<file path="config.mk">
export PLATFORM = sky130hd
export DESIGN_NAME = rom_read_arbiter_flat
export DESIGN_NICKNAME = d
export VERILOG_FILES = /design/src/rtl/rom_read_arbiter_if.sv /design/src/rtl/rom_read_arbiter.sv /design/src/flat_wrapper.sv
export SDC_FILE = /design/constraint.sdc
export NUM_CORES = 1
export LEC_CHECK = 0
export CORE_MARGIN = 2
export CORE_UTILIZATION = 37
export DETAILED_ROUTE_END_ITERATION = 8
export GPL_TIMING_DRIVEN = 0
export PLACE_DENSITY = 0.73
export REMOVE_ABC_BUFFERS = 1
export SYNTH_ARGS = -nofsm -noshare
export SYNTH_HDL_FRONTEND = slang
export SYNTH_SLANG_ARGS = --single-unit
</file>
<file path="constraint.sdc">
create_clock -name clk -period 5.92 [get_ports clk]
set_input_delay 0.592 -clock clk [delete_from_list [all_inputs] [get_ports clk]]
set_output_delay 0.592 -clock clk [all_outputs]
set_load 0.02 [all_outputs]
</file>
<file path="src/rtl/rom_read_arbiter_if.sv">
// Requester-side bus of rom_read_arbiter: per-requester req/ack handshake,
// packed addresses and read data, plus the ready flag.
interface rom_read_arbiter_if #(
  parameter int NREQ = 4,
  parameter int AW   = 4,
  parameter int DW   = 8
);
  logic [NREQ-1:0]    req;
  logic [NREQ*AW-1:0] req_addr;
  logic [NREQ-1:0]    ack;
  logic [NREQ*DW-1:0] rdata;
  logic               ready;

  modport master (output req, output req_addr, input ack, input rdata, input ready);
  modport slave  (input req, input req_addr, output ack, output rdata, output ready);
endinterface

</file>
<file path="src/rtl/rom_read_arbiter.sv">
// Sequences the ROM load pass after reset, then round-robin shares the two
// ROM read ports among NREQ requesters (up to two grants per cycle).
module rom_read_arbiter #(
  parameter int NREQ = 4,
  parameter int AW   = 4,
  parameter int DW   = 8
) (
  input  logic          clk,
  input  logic          rst_n,
  rom_read_arbiter_if.slave bus,
  output logic          o_rom_wr_en,
  output logic          o_rom_port_en_0,
  output logic          o_rom_port_en_1,
  output logic [AW-1:0] o_rom_addr_0,
  output logic [AW-1:0] o_rom_addr_1,
  input  logic [DW-1:0] i_rom_data_0,
  input  logic [DW-1:0] i_rom_data_1
);
  localparam int IW = $clog2(NREQ);

  typedef enum logic {ST_INIT, ST_RUN} state_t;

  state_t        r_state;
  logic [4:0]    r_cnt;
  logic [IW-1:0] r_ptr;
  logic          r_ready;
  logic          r_wr_en;
  logic          r_en0, r_en1;
  logic [AW-1:0] r_addr0, r_addr1;
  logic [IW-1:0] r_own0, r_own1;
  logic          r_ack   [NREQ];
  logic [DW-1:0] r_rdata [NREQ];

  logic [NREQ-1:0] w_elig;
  logic [NREQ-1:0] w_issued;
  logic            w_cap0, w_cap1;
  logic            w_win0_vld, w_win1_vld;
  logic [IW-1:0]   w_win0, w_win1;
  logic [IW:0]     w_idx;

  function automatic logic [IW-1:0] inc_wrap(input logic [IW-1:0] v);
    return (v == IW'(NREQ - 1)) ? '0 : v + 1'b1;
  endfunction

  // Port 0 is also used by the load pass; only read-issued cycles are captured.
  assign w_cap0 = r_en0 & ~r_wr_en;
  assign w_cap1 = r_en1;

  generate
    for (genvar gi = 0; gi < NREQ; gi++) begin : g_req
      assign w_issued[gi] = (w_cap0 && r_own0 == IW'(gi)) || (w_cap1 && r_own1 == IW'(gi));
      assign w_elig[gi]   = bus.req[gi] & ~r_ack[gi] & ~w_issued[gi];

      always_ff @(posedge clk or negedge rst_n) begin
        if (!rst_n) begin
          r_ack[gi]   <= 1'b0;
          r_rdata[gi] <= '0;
        end else begin
          r_ack[gi] <= 1'b0;
          if (w_cap0 && r_own0 == IW'(gi)) begin
            r_ack[gi]   <= 1'b1;
            r_rdata[gi] <= i_rom_data_0;
          end else if (w_cap1 && r_own1 == IW'(gi)) begin
            r_ack[gi]   <= 1'b1;
            r_rdata[gi] <= i_rom_data_1;
          end
        end
      end

      assign bus.ack[gi]               = r_ack[gi];
      assign bus.rdata[gi*DW +: DW]    = r_rdata[gi];
    end
  endgenerate

  // Round-robin scan from r_ptr: first eligible takes port 0, second port 1.
  always_comb begin
    w_win0_vld = 1'b0;
    w_win1_vld = 1'b0;
    w_win0     = '0;
    w_win1     = '0;
    w_idx      = '0;
    for (int k = 0; k < NREQ; k++) begin
      w_idx = {1'b0, r_ptr} + (IW+1)'(k);
      if (w_idx >= (IW+1)'(NREQ)) w_idx = w_idx - (IW+1)'(NREQ);
      if (w_elig[w_idx[IW-1:0]]) begin
        if (!w_win0_vld) begin
          w_win0_vld = 1'b1;
          w_win0     = w_idx[IW-1:0];
        end else if (!w_win1_vld) begin
          w_win1_vld = 1'b1;
          w_win1     = w_idx[IW-1:0];
        end
      end
    end
  end

  always_ff @(posedge clk or negedge rst_n) begin
    if (!rst_n) begin
      r_state <= ST_INIT;
      r_cnt   <= '0;
      r_ptr   <= '0;
      r_ready <= 1'b0;
      r_wr_en <= 1'b0;
      r_en0   <= 1'b0;
      r_en1   <= 1'b0;
      r_addr0 <= '0;
      r_addr1 <= '0;
      r_own0  <= '0;
      r_own1  <= '0;
    end else begin
      case (r_state)
        ST_INIT: begin
          r_en1   <= 1'b0;
          r_addr1 <= '0;
          if (r_cnt != 5'd16) begin
            r_wr_en <= 1'b1;
            r_en0   <= 1'b1;
            r_addr0 <= r_cnt[AW-1:0];
            r_cnt   <= r_cnt + 5'd1;
          end else begin
            // Settle cycle: all ROM controls idle before reads begin.
            r_wr_en <= 1'b0;
            r_en0   <= 1'b0;
            r_addr0 <= '0;
            r_state <= ST_RUN;
          end
        end
        ST_RUN: begin
          r_ready <= 1'b1;
          r_wr_en <= 1'b0;
          r_en0   <= w_win0_vld;
          r_en1   <= w_win1_vld;
          r_own0  <= w_win0;
          r_own1  <= w_win1;
          r_addr0 <= w_win0_vld ? bus.req_addr[w_win0*AW +: AW] : '0;
          r_addr1 <= w_win1_vld ? bus.req_addr[w_win1*AW +: AW] : '0;
          if (w_win1_vld)      r_ptr <= inc_wrap(w_win1);
          else if (w_win0_vld) r_ptr <= inc_wrap(w_win0);
        end
        default: r_state <= ST_INIT;
      endcase
    end
  end

  assign bus.ready       = r_ready;
  assign o_rom_wr_en     = r_wr_en;
  assign o_rom_port_en_0 = r_en0;
  assign o_rom_port_en_1 = r_en1;
  assign o_rom_addr_0    = r_addr0;
  assign o_rom_addr_1    = r_addr1;
endmodule

</file>
<file path="src/flat_wrapper.sv">
// flat-port wrapper written by rule: the top's interface ports become plain ports
module rom_read_arbiter_flat 
#(
  parameter int NREQ = 4,
  parameter int AW   = 4,
  parameter int DW   = 8
)
  (clk, rst_n, o_rom_wr_en, o_rom_port_en_0, o_rom_port_en_1, o_rom_addr_0, o_rom_addr_1, i_rom_data_0, i_rom_data_1, bus_req, bus_req_addr, bus_ack, bus_rdata, bus_ready);
  rom_read_arbiter_if #(.NREQ(NREQ), .AW(AW), .DW(DW)) bus_i ();
  input  logic clk;
  input  logic rst_n;
  output logic o_rom_wr_en;
  output logic o_rom_port_en_0;
  output logic o_rom_port_en_1;
  output logic [AW-1:0] o_rom_addr_0;
  output logic [AW-1:0] o_rom_addr_1;
  input  logic [DW-1:0] i_rom_data_0;
  input  logic [DW-1:0] i_rom_data_1;
  input wire logic [$bits(bus_i.req)-1:0] bus_req;
  input wire logic [$bits(bus_i.req_addr)-1:0] bus_req_addr;
  output wire logic [$bits(bus_i.ack)-1:0] bus_ack;
  output wire logic [$bits(bus_i.rdata)-1:0] bus_rdata;
  output wire logic [$bits(bus_i.ready)-1:0] bus_ready;
  assign bus_i.req = bus_req;
  assign bus_i.req_addr = bus_req_addr;
  assign bus_ack = bus_i.ack;
  assign bus_rdata = bus_i.rdata;
  assign bus_ready = bus_i.ready;
  rom_read_arbiter #(.NREQ(NREQ), .AW(AW), .DW(DW)) u_core (.clk(clk), .rst_n(rst_n), .bus(bus_i), .o_rom_wr_en(o_rom_wr_en), .o_rom_port_en_0(o_rom_port_en_0), .o_rom_port_en_1(o_rom_port_en_1), .o_rom_addr_0(o_rom_addr_0), .o_rom_addr_1(o_rom_addr_1), .i_rom_data_0(i_rom_data_0), .i_rom_data_1(i_rom_data_1));
endmodule
</file>
==> results.md <==
- Arr. time, crit path: 4480 ps
- Total clock sinks: 60
- Max Clk Rate: 237 MHz
- Initial antenna violation count: 0
- Clock Latency Late Sink: 330 ps
- Drt wl/cell: 16.8 microns
- Status: finished clean
- Layout area overhead: 33.7%
- Cell Area, Synth: 3520 sq um
- Worst path slowest cell: nor4b_4
- Largest family of logic cells by synthesized area: compound AO/OA/AOI/OAI gates
- CTS tree: yes
- Final Hold Vio Count: 0
- Data required, critical path: 6180 ps
- Setup bufs post-CTS: 0
- Crit-path max cell delay: 880 ps
- # IOs: 86
- Post-synth top area share: 42.6%
- Clock period minus worst slack: 4220 ps
- Static Leak: 2.04 nW
- Final core utilization: 51.0%
- Fin crit share: 71.2%
- Synthesis Warnings: 0
- Worst min-delay path class: in2async
- Most frequent cells in the layout: 84 x clkdlybuf4s50_1, 60 x dfrtp_1, 47 x nand2_1
- DRT iter0 DRCs: 276
- DIE AREA: between 10000 and 15000 sq um
- DR pass1 iterations: 4
- Number of buffers created by CTS: 9
- Root Buffer: clkbuf_8
- CTS resizes: 0
- All-Layer GR Usage: between 10% and 20%
- Main flop type after synthesis: dfrtp_1
- Met2 GRT Util: 30.5%
- GPL Wtd Cong: 0.821
- FILL cells: 834
- Row Count: 35
- Total power: 2.77 mW
- Top cell type by total area after synthesis: dfrtp_1
- Met1 Track Usage GR: 26.3%
- Most common cell after layout, fill and taps aside: clkdlybuf4s50_1
- Area contributors post-synth: dfrtp_1 43%, mux2i_1 12%, o21ai_0 5.1%
- Setup violators final: 0
- Yosys cell types: 61
- Final Skew: ~9.9 ps
- Compound-cell area share of the yosys netlist: 19.6%
- Synth Area in Adders: between 1.5 and 2%
- Final nets: 487
- Busiest grt layer: met2
- Setup TNS after final layout: 0 ps
- Yosys reg bits: 60
- H-tree Lvls: 3
- First-pass GRT wire length: 15.6 mm
- Slew Limit Fails: 0
- RSZ-0062 raised after global routing: false
- Hpwl dp: 6.97 mm
- Register area share after synthesis: between 40% and 50%
- DRC: 0
- Antenna Nets Post-Route: 0
- Post-Synth XOR/XNOR Area: 1.24%
- Slew HR: 19.1%
- Worst setup EP type: register
- Worst-path fanout max: 19
- IO Port Bufs: 85
- Crit path launch type: register
- Clk slew on worst S/H paths: 70 ps
- Post-cts hold buffer count: 0
- WL final: between 9 and 10 mm
- Worst slew pin tran: 1200 ps
- Initial core utilization: between 30% and 40%
- Max Cap Viol: 0
- Die H: 102 microns
- Met3 usage in global routing: 3.80%
- Core Box Area: 9240 sq um
- WS Path Type: reg2reg
- Vias: roughly 3200
- Vias in the first global route: a little over 3000
- Die width: just over 100 microns
- Critical path buffers and inverters: 0
- Syn Inst Count: ~370
- PD cells: 587 nW/um^2
- Worst-path cell chain: nor4b_4 > or3_1 > nor2_1 > a21oi_1 > o22ai_1 > ha_1 > a21bo_2 > a221oi_4 > nor4_1 > a2111oi_0 > a221o_1
- Synth async-reset ratio: 100%
- Share of cells above drive strength 1: 8.22%
- Clock Tree Buf Depth: 2
- Max VDD drop: 243 uV
- Antenna diode count: 0
- Global route total overflow: 0
- Simple-gate share of the synthesized area: 17.0%
- CP delay by family, top: compound AO/OA/AOI/OAI gates
- Multiplexer share of the synthesized area: between 10% and 20%
- Mapped Avg Cell Area: approximately 9.6 sq um
- Number of flops mapped to enable cells by yosys: 0
- Largest net degree at the start of global routing: 39
- Via-to-Cell Ratio: 5.59
## sequential cells by signal, summed over array words and instances, names as in the netlist
| name | flops |
|---|---|
| u_core.bus.ack | 4 |
| u_core.bus.rdata | 32 |
| u_core.bus.ready | 1 |
| u_core.o_rom_addr_0 | 4 |
| u_core.o_rom_addr_1 | 4 |
| u_core.o_rom_port_en_0 | 1 |
| u_core.o_rom_port_en_1 | 1 |
| u_core.o_rom_wr_en | 1 |
| u_core.r_cnt | 5 |
| u_core.r_own0 | 2 |
| u_core.r_own1 | 2 |
| u_core.r_ptr | 2 |
| u_core.r_state | 1 |
## logic make-up after synthesis
family / Yosys count
AOI/OAI and AO/OA: 97
xor gates and xnor gates: 5
adders and majority gates: 5
buffers and inverters: 35
DFF: 60
muxes: 47
and+or+nand+nor: 117
## report_power, final
group	switching [mW]	total, mW	leakage (nW)	internal (mW)
registers	0.144	0.729	0.738	0.585
logic	0.934	1.68	1.20	0.743
clock network	0.156	0.361	0.100	0.205
## path summary, 6_finish.rpt
kind                                               end             start  cells after the start  slack, ps
worst max-delay path                   u_core.r_ptr[1]  u_core.r_own0[0]                     11       1700
worst min-delay path            u_core.o_rom_addr_1[3]             rst_n                      1        380
worst max register to register         u_core.r_ptr[1]  u_core.r_own0[0]                     11       1700
worst min register to register         u_core.r_cnt[4]   u_core.r_cnt[4]                      1        480
max in group asynchronous              u_core.r_ptr[1]             rst_n                      2       4910
min in group clk                       u_core.r_cnt[4]   u_core.r_cnt[4]                      1        480
## cell type report
cell class	count	area, sq um	share of cell area, %
Multi-Input combinational cell	271	1890	40.2
Sequential cell	60	1500	31.9
Timing Repair Buffer	90	911	19.3
Tap cell	129	161	3.43
Clock buffer	12	145	3.08
Clock inverter	4	48.8	1.04
Inverter	13	48.8	1.04
## metal layers
metal	up-vias	share of wire [%]
li1	1522	-
met1	1577	44
met2	120	48
met3	18	5.4
met4	0	2.6
met5	-	0
## per-stage QoR
| stage | std cells | worst slack (ps) | cell area [sq um] | hold WS [ps] |
|---|---|---|---|---|
| detailed placement | 563 | 1770 | 4520 | 455 |
| global placement | 558 | 540 | 4430 | 453 |
| floorplan | 344 | 1930 | 3420 | 296 |
| global route | 579 | 1450 | 4710 | 436 |
| finish | 579 | 1700 | 4710 | 385 |
| CTS | 579 | 1770 | 4710 | 401 |
## Yosys cell counts (all sizes together) (2+ instances only)
| library cell | n |
|---|---|
| nand3 | 9 |
| a31oi | 7 |
| a21oi | 7 |
| and3 | 5 |
| clkbuf | 12 |
| nor4 | 2 |
| buf | 10 |
| nor2b | 4 |
| ha | 4 |
| or2 | 3 |
| nand4bb | 2 |
| o21ai | 36 |
| inv | 13 |
| nand3b | 3 |
| a41oi | 2 |
| mux2 | 5 |
| nand2 | 47 |
| nor4b | 2 |
| a31o | 2 |
| nand4 | 4 |
| nor3 | 5 |
| nor2 | 20 |
| mux2i | 42 |
| or3 | 2 |
| dfrtp | 60 |
| nand2b | 2 |
| o22ai | 3 |
| o221ai | 8 |
| a211oi | 12 |
| a221oi | 3 |
| xnor2 | 4 |
| o32a | 4 |
No activity file was read; power rests on OpenSTA's default activity.
